<file path="config.mk">
export PLATFORM = sky130hd
export DESIGN_NAME = pipe_rx_skid
export DESIGN_NICKNAME = d
export VERILOG_FILES = /design/src/rtl/cpu_params_pkg.sv /design/src/rtl/cpu_structs_pkg.sv /design/src/rtl/sat_counter.sv /design/src/rtl/pipe_rx_skid.sv
export SDC_FILE = /design/constraint.sdc
export NUM_CORES = 1
export LEC_CHECK = 0
export CELL_PAD_IN_SITES_DETAIL_PLACEMENT = 0
export CELL_PAD_IN_SITES_GLOBAL_PLACEMENT = 1
export CORE_MARGIN = 10
export CORE_UTILIZATION = 35
export DETAILED_ROUTE_END_ITERATION = 16
export GPL_ROUTABILITY_DRIVEN = 0
export PLACE_DENSITY_LB_ADDON = 0.1
export SLEW_MARGIN = 15
export SYNTH_ARGS = -nofsm -noshare
export SYNTH_HDL_FRONTEND = slang
export SYNTH_SLANG_ARGS = --single-unit
</file>
<file path="constraint.sdc">
create_clock -name clk_in -period 1.8 [get_ports clk_in]
set_clock_uncertainty 0.2 [all_clocks]
set_input_delay 0.27 -clock clk_in [delete_from_list [all_inputs] [get_ports clk_in]]
set_output_delay 0.27 -clock clk_in [all_outputs]
set_load 0.05 [all_outputs]
</file>
<file path="src/rtl/cpu_params_pkg.sv">
// Shared CPU build parameters.
package cpu_params_pkg;
  localparam int PIPE_RX_CNT_W = 16;
endpackage

</file>
<file path="src/rtl/cpu_structs_pkg.sv">
// Shared CPU type definitions: state encoding of the pipe reader skid buffer.
package cpu_structs_pkg;
  typedef enum logic [1:0] {RX_EMPTY = 2'd0, RX_ONE = 2'd1, RX_TWO = 2'd2} rx_state_t;
endpackage

</file>
<file path="src/rtl/sat_counter.sv">
// Saturating up-counter with enable and synchronous active-low clear.
module sat_counter #(
  parameter int W = 16
) (
  input  logic         clk,
  input  logic         clr_n,
  input  logic         en,
  output logic [W-1:0] cnt
);

  always_ff @(posedge clk) begin
    if (!clr_n) begin
      cnt <= '0;
    end else if (en && (cnt != {W{1'b1}})) begin
      cnt <= cnt + 1'b1;
    end
  end

endmodule

</file>
<file path="src/rtl/pipe_rx_skid.sv">
// Pipe reader: pops the pipe only when there is room and re-presents entries to the stage
// through a registered 2-entry skid buffer. Statistics/assertions built when PIPE_RX_STATS_EN is defined.
module pipe_rx_skid
  import cpu_structs_pkg::*;
  import cpu_params_pkg::*;
#(
  parameter type T     = logic [31:0],
  parameter int  CNT_W = PIPE_RX_CNT_W
) (
  input  logic             clk_in,
  input  logic             reset_in,
  input  logic             pipe_valid_in,
  input  T                 pipe_data_in,
  output logic             pipe_read_out,
  output logic             stage_valid_out,
  output T                 stage_data_out,
  input  logic             stage_ready_in,
  input  logic             flush_in,
  output logic [1:0]       level_out,
  output logic [CNT_W-1:0] stall_cnt_out,
  output logic [CNT_W-1:0] xfer_cnt_out
);

  rx_state_t state_q, state_d;
  T          head_q, head_d;
  T          tail_q, tail_d;
  logic      rd;
  logic      acc;

  // Pop decision uses only registered state, so stage_ready_in never reaches pipe_read_out.
  assign rd  = pipe_valid_in & reset_in & ~flush_in & (state_q != RX_TWO);
  assign acc = stage_valid_out & stage_ready_in;

  assign pipe_read_out   = rd;
  assign stage_valid_out = (state_q != RX_EMPTY);
  assign stage_data_out  = head_q;
  assign level_out       = state_q;

  always_comb begin
    state_d = state_q;
    head_d  = head_q;
    tail_d  = tail_q;
    if (flush_in) begin
      state_d = RX_EMPTY;
    end else begin
      unique case (state_q)
        RX_EMPTY: begin
          if (rd) begin
            head_d  = pipe_data_in;
            state_d = RX_ONE;
          end
        end
        RX_ONE: begin
          if (rd && acc) begin
            head_d = pipe_data_in;
          end else if (rd) begin
            tail_d  = pipe_data_in;
            state_d = RX_TWO;
          end else if (acc) begin
            state_d = RX_EMPTY;
          end
        end
        RX_TWO: begin
          if (acc) begin
            head_d  = tail_q;
            state_d = RX_ONE;
          end
        end
        default: state_d = RX_EMPTY;
      endcase
    end
  end

  always_ff @(posedge clk_in) begin
    if (!reset_in) begin
      state_q <= RX_EMPTY;
      head_q  <= '0;
      tail_q  <= '0;
    end else begin
      state_q <= state_d;
      head_q  <= head_d;
      tail_q  <= tail_d;
    end
  end

`ifdef PIPE_RX_STATS_EN
  sat_counter #(.W(CNT_W)) u_xfer_cnt (
    .clk   (clk_in),
    .clr_n (reset_in),
    .en    (acc),
    .cnt   (xfer_cnt_out)
  );

  sat_counter #(.W(CNT_W)) u_stall_cnt (
    .clk   (clk_in),
    .clr_n (reset_in),
    .en    (stage_valid_out & ~stage_ready_in),
    .cnt   (stall_cnt_out)
  );

  always @(negedge clk_in) begin
    if (reset_in) begin
      assert (!pipe_read_out || pipe_valid_in);
      assert (level_out != 2'd3);
      assert (!stage_valid_out || !$isunknown(stage_data_out));
    end
  end
`else
  assign xfer_cnt_out  = '0;
  assign stall_cnt_out = '0;
`endif

endmodule

</file>
Word-level counts from Yosys, hierarchy flattened --
Index checks and enable logic that the tools add are counted.
Storage, ports and cells: logic and storage cells 36, bits of input ports 37, register bits 66, output and inout bits 68
Operators by class: muxes and demuxes 10, equality and inequality tests 8, reduce and logical (&&, ||, !) cells 8, bitwise operators 7
Operator list (number):
- two-way mux 32 bit | 3
- one-hot mux 32 bit (3 select lines) | 1
- two-way mux 2 bit | 5
- inequality test 2 bit, second input constant | 5
- AND reduction 4 bit | 2
- one-hot mux 2 bit (3 select lines) | 1
- AND reduction 5 bit | 1
- AND 1 bit | 4
- inequality test 3 bit, second input constant | 1
- NOT 1 bit | 3
- nonzero test 3 bit | 1
- equality test 2 x 1 -> 1 bit, second input constant | 1
- equality test 2 bit, second input constant | 1
- zero test 2 bit | 1
- nonzero test 2 bit | 1
- OR reduction 2 bit | 1
- logical AND 1 bit | 1

Depth between registers and ports, before layout --
Gate-level depths: netlist of run 1.
depth in word-level cells 6, depth in mapped cells 6, depth with buffers taken out 3

Least setup slack after synthesis of run 1 --
Ideal clock, no wire load.
path type register to output, start point reg state_q[0], in the netlist level_out[0], end point out pipe_read_out, path buffers 2, arrival time 2199 ps, stages on the path, launching flop included 5, required time 1330 ps, slack -869 ps, cell sequence dfxtp_1 -> nor2b_1 -> clkbuf_1 -> clkbuf_1 -> nor3_1
On the way: longest elaborated chain between the ends 2
Ends and longest elaborated chain:
- start, declared | RTL line pipe_rx_skid.sv:24 | rx_state_t state_q, state_d;
- start signal, assigned | RTL line pipe_rx_skid.sv:80 | state_q <= state_d;
- inequality test 2 bit | RTL line pipe_rx_skid.sv:31 | assign rd = pipe_valid_in & reset_in & ~flush_in & (state_q != RX_TWO);
- AND 1 bit | RTL line pipe_rx_skid.sv:31
- end, declared | RTL line pipe_rx_skid.sv:14 | output logic pipe_read_out,
No other way between the ends.

Worst setup path in the final report of run 1 --
start point reg state_q[1], in the netlist level_out[1], end point out pipe_read_out
The elaborated chain is that of the path after synthesis.

==> results_dict.tcl, run 1 <==
set metrics [dict create \
    synth-compound-area-share_pct 19.9 \
    cap_violations 0 \
    clk_path_buf_depth 2 \
    dp_hpwl_um 6350 \
    power_switching_w 0.00111 \
    synthSimpleGateAreaFrac_pct 19.6 \
    syn_avg_cell_area_um2 8.98 \
    synth_edf_count 0 \
    synthFlopType "dfxtp_1" \
    min_period_ns 1.77 \
    dieArea_um2 14200 \
    die_w_um 119 \
    synth_top_family_by_area "compound AO/OA/AOI/OAI gates" \
    viasPerCell 5.04 \
    worstPathArrival_ns 1.30 \
    first_pass_iters 4 \
    grt_usage_pct 13.4 \
    whs_ns 0.259 \
    start_util_pct 35.6 \
    grt_first_pass_wirelength_um 15900 \
    synthTopCellsByArea "dfxtp_1 (38%), mux2i_1 (9.6%), buf_4 (7.0%)" \
    power_switching_share_pct 31.3 \
    worst_slew_pin_slew_ns 0.563 \
    p_total_w 0.00354 \
    first_global_vias 3051 \
    fmax_mhz 566 \
    combPwrFrac_pct 21.0 \
    p_int_w 0.00243 \
    cts.sinks 66 \
    cts_tree "yes" \
    root_buffer "clkbuf_8" \
    synthAdderAreaFrac_pct 0 \
    antennaDiodeCount 0 \
    ys_seq_area_share_pct 38.3 \
    cts_buffers 9 \
    run_status "complete, no violations" \
    io_pins 105 \
    synth_cell_types 31 \
    required_ns 1.33 \
    synthCells 384 \
    slew_violations 0 \
    core-area_um2 9680 \
    fin_tns_setup_ns 0 \
    die_h_um 119 \
    layout_setup_ws_ns 0.0338 \
    period_share_pct 98.1 \
    vdd_drop_max_mv 0.364 \
    rsz0062_at_grt "true" \
    clk_pin_slew_worst_paths_ns 0.07 \
    r2r_setup_slack_ns 0.06 \
    hold_viol 0 \
    relSlewSlack_pct 62.4 \
    holdCritPathClass "reg -> reg" \
    antenna_found_initial 0 \
    synthMuxAreaShare_pct 9.58 \
    critPathMaxFanout 9 \
    pre_cts_ws_ns -0.263 \
    area_growth_syn_to_layout_pct 31.5 \
    netlist_area_um2 3450 \
    io_buffers 72 \
    finish.cell_count_without_fillers 594 \
    leakagePower_nw 1.85 \
    layout-drive-gt1-share_pct 24.7 \
    async_flop_share_pct 0 \
    wl_um 10300 \
    power_frac_seq_pct 42.9 \
    ys_ff_latch 66 \
    gr-total-overflow 0 \
    yosysMostFrequentCell "dfxtp_1" \
    ys.warnings.count 0 \
    layout.nets 493 \
    ant_nets 0 \
    rows 36 \
    dp_cells 571 \
    synth_top_area_share_pct 38.3 \
    grt_max_degree 59 \
    synth_common_cells "dfxtp_1 (66), nand2_1 (35), mux2i_1 (33)" \
    clock_latency_ns 0.33 \
    power.share.clock_pct 36.1 \
    crit_path_end_kind "output port" \
    vias 2995 \
    startpoint_type "register" \
    crit_type "reg -> out" \
    power_density_nw_per_um2 782 \
    yosys.area.top_type "dfxtp_1" \
    wire_per_inst_um 17.4 \
    cts_max_level 3 \
    first_iter_violations 152 \
    synth_xor_area_share_pct 0 \
    setup_viol 0 \
    drcViolationCount 0 \
]
-- routing by layer --
layer | GRT usage [%] | vias up | part of all wire, %
li1 | - | 1450 | -
met1 | 17.3 | 1452 | 47
met2 | 21.0 | 82 | 46
met3 | 3.59 | 11 | 6.0
met4 | 4.89 | 0 | 1.0
met5 | 0 | - | 0
-- cell usage in the layout, fill, tap and decap left out, types with 7 or more instances in the layout --
master / n
nand3_1: 32
o211ai_1: 32
o21ai_0: 32
dfxtp_1: 64
buf_4: 49
clkbuf_8: 10
or3b_1: 7
buf_12: 7
clkdlybuf4s50_1: 34
mux2i_1: 33
or3b_2: 27
a21boi_1: 30
conb_1: 32
nand2_1: 35
-- power by group through the flow --
stage	Clock [W]	Combinational (W)	Sequential, W
after floorplan	0	0.000398	0.00168
after global placement	0	0.000709	0.00155
after detailed placement	0	0.000710	0.00156
after CTS	0.00131	0.000715	0.00152
after global routing	0.00137	0.000786	0.00153
final	0.00128	0.000743	0.00152
-- flip-flops by register name, indices dropped and copies added, names as in the netlist --
register,cells
stage_data_out,32
tail_q,32
level_out,2
-- cells by family (layout without fill, tap and decap cells) --
family	after synthesis	after routing
compound gates	100	100
buf+inv	72	118
flops	66	66
mux	33	33
other cells	1	32
simple gates	112	112
-- worst max-delay path, stage by stage, from the launching register on --
cell and delay (ns):
dfxtp_4 0.35, buf_4 0.17, nor2b_4 0.14, nor3_4 0.13, buf_6 0.18
-- stage by stage --
| stage | cell area, um^2 | utilization (%) |
|---|---|---|
| 2_1_floorplan | 3590 | - |
| 3_3_place_gp | 4220 | 43.5 |
| 3_5_place_dp | 4220 | 43.5 |
| 4_1_cts | 4440 | 45.9 |
| 5_1_grt | 4530 | 46.8 |
| 6_report | 4530 | 46.8 |
-- area by class of cell --
cell class | count | area, um^2
multi-input combinational | 277 | 1840
tap | 133 | 166
inverter | 1 | 3.75
sequential | 66 | 1330
clock inverter | 4 | 51.3
timing repair buffer | 101 | 998
clock buffer | 12 | 145
fill | 976 | 5150
-- final timing paths --
kind | startpoint | cells after the start | to
min reg2reg | stage_data_out[11] | 2 | stage_data_out[11]
min | stage_data_out[11] | 2 | stage_data_out[11]
max | level_out[1] | 4 | pipe_read_out
max reg2reg | level_out[0] | 5 | stage_data_out[22]
-- timing repair --
action                     4_1_cts  5_1_grt
cloned                           0        3
setup buffers                    2        2
resized for setup                5        4
pin swaps                        1        2
setup endpoints to repair        1       33
hold buffers                     0        0
Power figures use the tool's default switching activity.
==> run 2, diff against run 1 <==
Settings changed: CORE_MARGIN 10 to default, SETUP_SLACK_MARGIN from default to 0.5.
==> run 2 against run 1 <==
Effect of this change: the run now ends with negative setup slack left; cell count grew 5.4%; via count rose by 6.5%; routed wire length grew 8.4%; global-route usage rose by 6.5 points; combinational power increased by 25%.
==> results_dict.tcl, run 2 (synthesized netlist as in run 1, its figures left out) <==
set metrics [dict create \
    regToRegEndpoint "stage_data_out[9]" \
    layout_commonest_cell "nand2_1" \
    fmax_mhz 551 \
    antennaDiodeCount 0 \
    wl_met3_um 420 \
    io_pins 105 \
    start_util_pct 36.8 \
    r2r_start "level_out[0]" \
    finalInstanceArea_um2 5600 \
    hold_viol 0 \
    setup_viol 9 \
    antenna_found_initial 0 \
    drcViolationCount 0 \
    root_buffer "clkbuf_8" \
    holdCritPathClass "reg -> reg" \
    run_status "finished with violations" \
    required_ns 1.86 \
    r2r_setup_slack_ns -0.01 \
    wl_um 11200 \
    hold_end "tail_q[27]" \
    worst-path-buf-inv 3 \
    timing.critical_path.mode_cell "buf_6" \
    rsz0062_at_grt "true" \
    grt_usage_pct 19.9 \
    cap_violations 0 \
    ant_nets 0 \
    crit_type "reg -> reg" \
    leakagePower_nw 2.24 \
    clk_path_buf_depth 2 \
    vias 3191 \
    core-area_um2 9370 \
    wire_per_inst_um 17.9 \
    first_iter_violations 147 \
    viasPerCell 5.10 \
    hp-start "tail_q[27]" \
    die_w_um 101 \
    cts_tree "yes" \
    top_layer_used "met4" \
    min_period_ns 1.81 \
    layout-drive-gt1-share_pct 45.1 \
    min_path_cells 2 \
    gr-total-overflow 0 \
    layout.nets 530 \
    crit_slowest_cell "dfxtp_4" \
    rows 35 \
    slew_violations 0 \
    grt_max_degree 74 \
    io_buffers 72 \
    grt_first_pass_wirelength_um 15600 \
    final_cell_mix "nand2_1 (35), buf_8 (34), mux2i_1 (33), clkdlybuf4s50_1 (33)" \
    max_stage_delay_ns 0.37 \
    startpoint_type "register" \
    clk_pin_slew_worst_paths_ns 0.07 \
    first_pass_iters 4 \
    place_area_um2 4230 \
    ff2ff_path_depth 6 \
    cp_cell_sequence "buf_6, and4bb_1, o31ai_4, buf_6, clkbuf_16, mux2i_1" \
    wl_met1_um 5120 \
    cp_top_family "buffers and inverters" \
    cts_buffers 9 \
    failed_checks "negative setup slack" \
    cts_max_level 3 \
    cts.sinks 66 \
    first_global_vias 2982 \
    die_h_um 101 \
    dieArea_um2 10200 \
    crit_path_end_kind "register" \
    worstPathArrival_ns 1.87 \
    dp_hpwl_um 5260 \
    fin_tns_setup_ns -0.0320 \
    vdd_drop_max_mv 0.281 \
    clock_latency_ns 0.34 \
    critPathMaxFanout 7 \
    period_share_pct 101 \
    met2_length_um 5520 \
    layout_setup_ws_ns -0.0140 \
    cts_hold_buffers 0 \
    area_growth_syn_to_layout_pct 62.5 \
    power_density_nw_per_um2 635 \
]
==> run 2: worst min-delay path, delay by kind of cell, from the launching register on <==
kind               cells  cell delay (ns)
AOI/OAI and AO/OA      2             0.10
DFF                    1             0.31
==> run 2: layout make-up <==
class / instances / area (um^2)
inverters: 1 / 3.75
clock inverters: 3 / 16.3
well taps: 129 / 161
fillers: 834 / 3770
clock buffers: 12 / 145
flip-flops and latches: 66 / 1370
repair buffers: 138 / 1860
multi-input cells: 277 / 2040
==> run 2: stage by stage <==
step / power [W] / instances / hold WS (ns) / setup WS, ns / util [%]
2_1_floorplan: 0.00208 / 415 / 0.177 / 0.0277 / -
3_3_place_gp: 0.00226 / 562 / 0.248 / -0.200 / 45.1
3_5_place_dp: 0.00227 / 562 / 0.254 / -0.283 / 45.1
4_1_cts: 0.00348 / 599 / 0.260 / -0.0129 / 55.2
5_1_grt: 0.00369 / 626 / 0.286 / -0.0573 / 59.8
6_report: 0.00356 / 626 / 0.258 / -0.0140 / 59.8
==> run 2: worst max path at each step <==
| stage | startpoint | end | slack, ns | depth (start not counted) |
|---|---|---|---|---|
| after floorplan | level_out[1] | pipe_read_out | 0.03 | 4 |
| after global placement | stage_ready_in | stage_data_out[7] | -0.20 | 5 |
| after detailed placement | stage_ready_in | stage_data_out[30] | -0.28 | 5 |
| after CTS | level_out[1] | stage_data_out[30] | -0.01 | 5 |
| after global routing | level_out[1] | tail_q[15] | -0.06 | 8 |
| final | level_out[0] | stage_data_out[9] | -0.01 | 6 |
==> run 2: power by group <==
group | internal (W) | total, W | switching, W
logic | 0.000394 | 0.000930 | 0.000536
registers | 0.00150 | 0.00154 | 0.0000344
clock network | 0.000528 | 0.00109 | 0.000563
==> run 2: per-layer routing <==
layer	GRT usage, %	up-vias
met4	6.13	0
li1	-	1531
met1	26.0	1558
met2	33.5	89
met3	3.17	13
met5	0	-
==> run 2: what timing repair did <==
item / CTS / global route
cloned: 7 / 9
setup endpoints to repair: 102 / 102
resized for setup: 159 / 27
buffers inserted: 15 / 18
pin swaps: 25 / 9
==> run 3, diff against run 2 <==
Settings changed: CORE_MARGIN from default to 8.
==> run 3 against run 2 <==
Effect of this change: the flow now finishes without violations; critical endpoint is now stage_data_out[21]; cell area shrank 0.29%; hold slack lost 0.0015 ns; die area grew 30%; largest power group unchanged; register-to-register slack gained 0.02 ns; cell count is the same; critical path type unchanged.
==> results_dict.tcl, run 3 (synthesized netlist as in run 1, its figures left out) <==
set metrics [dict create \
    regToRegEndpoint "stage_data_out[21]" \
    wire_per_inst_um 17.9 \
    fmax_mhz 557 \
    wl_um 11200 \
    clk_path_buf_depth 2 \
    period_share_pct 99.7 \
    drcViolationCount 0 \
    cts_tree "yes" \
    start_util_pct 35.6 \
    min_period_ns 1.79 \
    vias 3148 \
    first_global_vias 2930 \
    cts_hold_buffers 0 \
    run_status "complete, no violations" \
    crit_slowest_cell "dfxtp_4" \
    fin_util_pct 57.7 \
    setup_viol 0 \
    max_stage_delay_ns 0.41 \
    clock_latency_ns 0.33 \
    first_pass_iters 4 \
    worst_slew_pin_slew_ns 0.506 \
    viasPerCell 5.03 \
    ff2ff_path_depth 6 \
    top_layer_used "met4" \
    cp_top_family "buffers and inverters" \
    worst-path-buf-inv 3 \
    r2r_setup_slack_ns 0.006 \
    cts_buffers 9 \
    required_ns 1.86 \
    min_path_cells 2 \
    root_buffer "clkbuf_8" \
    critPathMaxFanout 7 \
    die_h_um 115 \
    power_density_nw_per_um2 656 \
    ant_nets 0 \
    grt_usage_pct 14.7 \
    crit_path_end_kind "register" \
    final_cell_mix "nand2_1 (35), buf_8 (35), mux2i_1 (33), clkdlybuf4s50_1 (33)" \
    clk_pin_slew_worst_paths_ns 0.07 \
    die_w_um 115 \
    cp_cell_sequence "buf_6, and4bb_2, o31ai_4, buf_6, clkbuf_16, mux2i_1" \
    dp_hpwl_um 6010 \
    slew_violations 0 \
    vdd_drop_max_mv 0.345 \
    antenna_found_initial 0 \
    hold_viol 0 \
    grt_max_degree 74 \
    worstPathArrival_ns 1.85 \
    layout-drive-gt1-share_pct 49.1 \
    dieArea_um2 13300 \
    cap_violations 0 \
    rsz0062_at_grt "true" \
    rows 36 \
    crit_type "reg -> reg" \
    core-area_um2 9680 \
    io_pins 105 \
    cts.sinks 66 \
    hold_end "tail_q[24]" \
    relSlewSlack_pct 66.2 \
    r2r_start "level_out[1]" \
    gr-total-overflow 0 \
    area_growth_syn_to_layout_pct 62.0 \
    startpoint_type "register" \
    timing.critical_path.mode_cell "buf_6" \
    wl_met1_um 5040 \
    grt_first_pass_wirelength_um 15300 \
    antennaDiodeCount 0 \
    first_iter_violations 163 \
    layout.nets 527 \
    fin_tns_setup_ns 0 \
    io_buffers 72 \
    cts_max_level 3 \
    wl_met3_um 700 \
    met2_length_um 5330 \
    leakagePower_nw 2.21 \
    holdCritPathClass "reg -> reg" \
    hp-start "tail_q[24]" \
]
-- run 3: per-layer routing --
| metal | GRT usage [%] | vias up |
|---|---|---|
| met3 | 5.04 | 12 |
| met2 | 22.6 | 87 |
| met4 | 4.03 | 0 |
| li1 | - | 1533 |
| met1 | 18.9 | 1516 |
| met5 | 0 | - |
-- run 3: stage by stage --
step | power (W) | cells | hold slack, ns | worst slack, ns | area, um^2
floorplan | 0.00208 | 415 | 0.177 | 0.0277 | 3610
global placement | 0.00226 | 569 | 0.248 | -0.277 | 4230
detailed placement | 0.00227 | 569 | 0.252 | -0.329 | 4230
CTS | 0.00356 | 597 | 0.259 | 0.0422 | 4830
global route | 0.00383 | 626 | 0.274 | -0.0462 | 5590
finish | 0.00366 | 626 | 0.256 | 0.00616 | 5590
-- run 3: worst max path at each step --
stage / cells past startpoint / end / startpoint
floorplan: 4 / pipe_read_out / level_out[1]
global placement: 5 / stage_data_out[15] / stage_ready_in
detailed placement: 5 / stage_data_out[1] / stage_ready_in
CTS: 4 / pipe_read_out / level_out[1]
global route: 6 / stage_data_out[21] / level_out[1]
finish: 6 / stage_data_out[21] / level_out[1]
-- run 3: where the power goes --
group | switching, W | internal [W]
logic | 0.000544 | 0.000387
clock network | 0.000552 | 0.000640
registers | 0.0000363 | 0.00151
total | 0.00113 | 0.00253
-- run 3: cell type report --
| cell class | count | area, um^2 |
|---|---|---|
| fillers | 866 | 4100 |
| repair buffers | 135 | 1710 |
| flip-flops and latches | 66 | 1370 |
| clock inverters | 2 | 10.0 |
| well taps | 133 | 166 |
| clock buffers | 12 | 176 |
| inverters | 1 | 3.75 |
| multi-input cells | 277 | 2150 |
-- run 3: worst reg2reg max path: stages (launching register included) --
cell       delay (ns)
dfxtp_4          0.41
buf_6            0.11
and4bb_2         0.25
o31ai_4          0.20
buf_6            0.17
clkbuf_16        0.17
mux2i_1          0.20
-- run 3: repair_timing --
action                                  4_1_cts  5_1_grt
endpoints found under the setup margin      102      102
pin swaps                                     2       26
gates resized for setup                     108      116
gates cloned                                  1       11
buffers inserted                             13       18
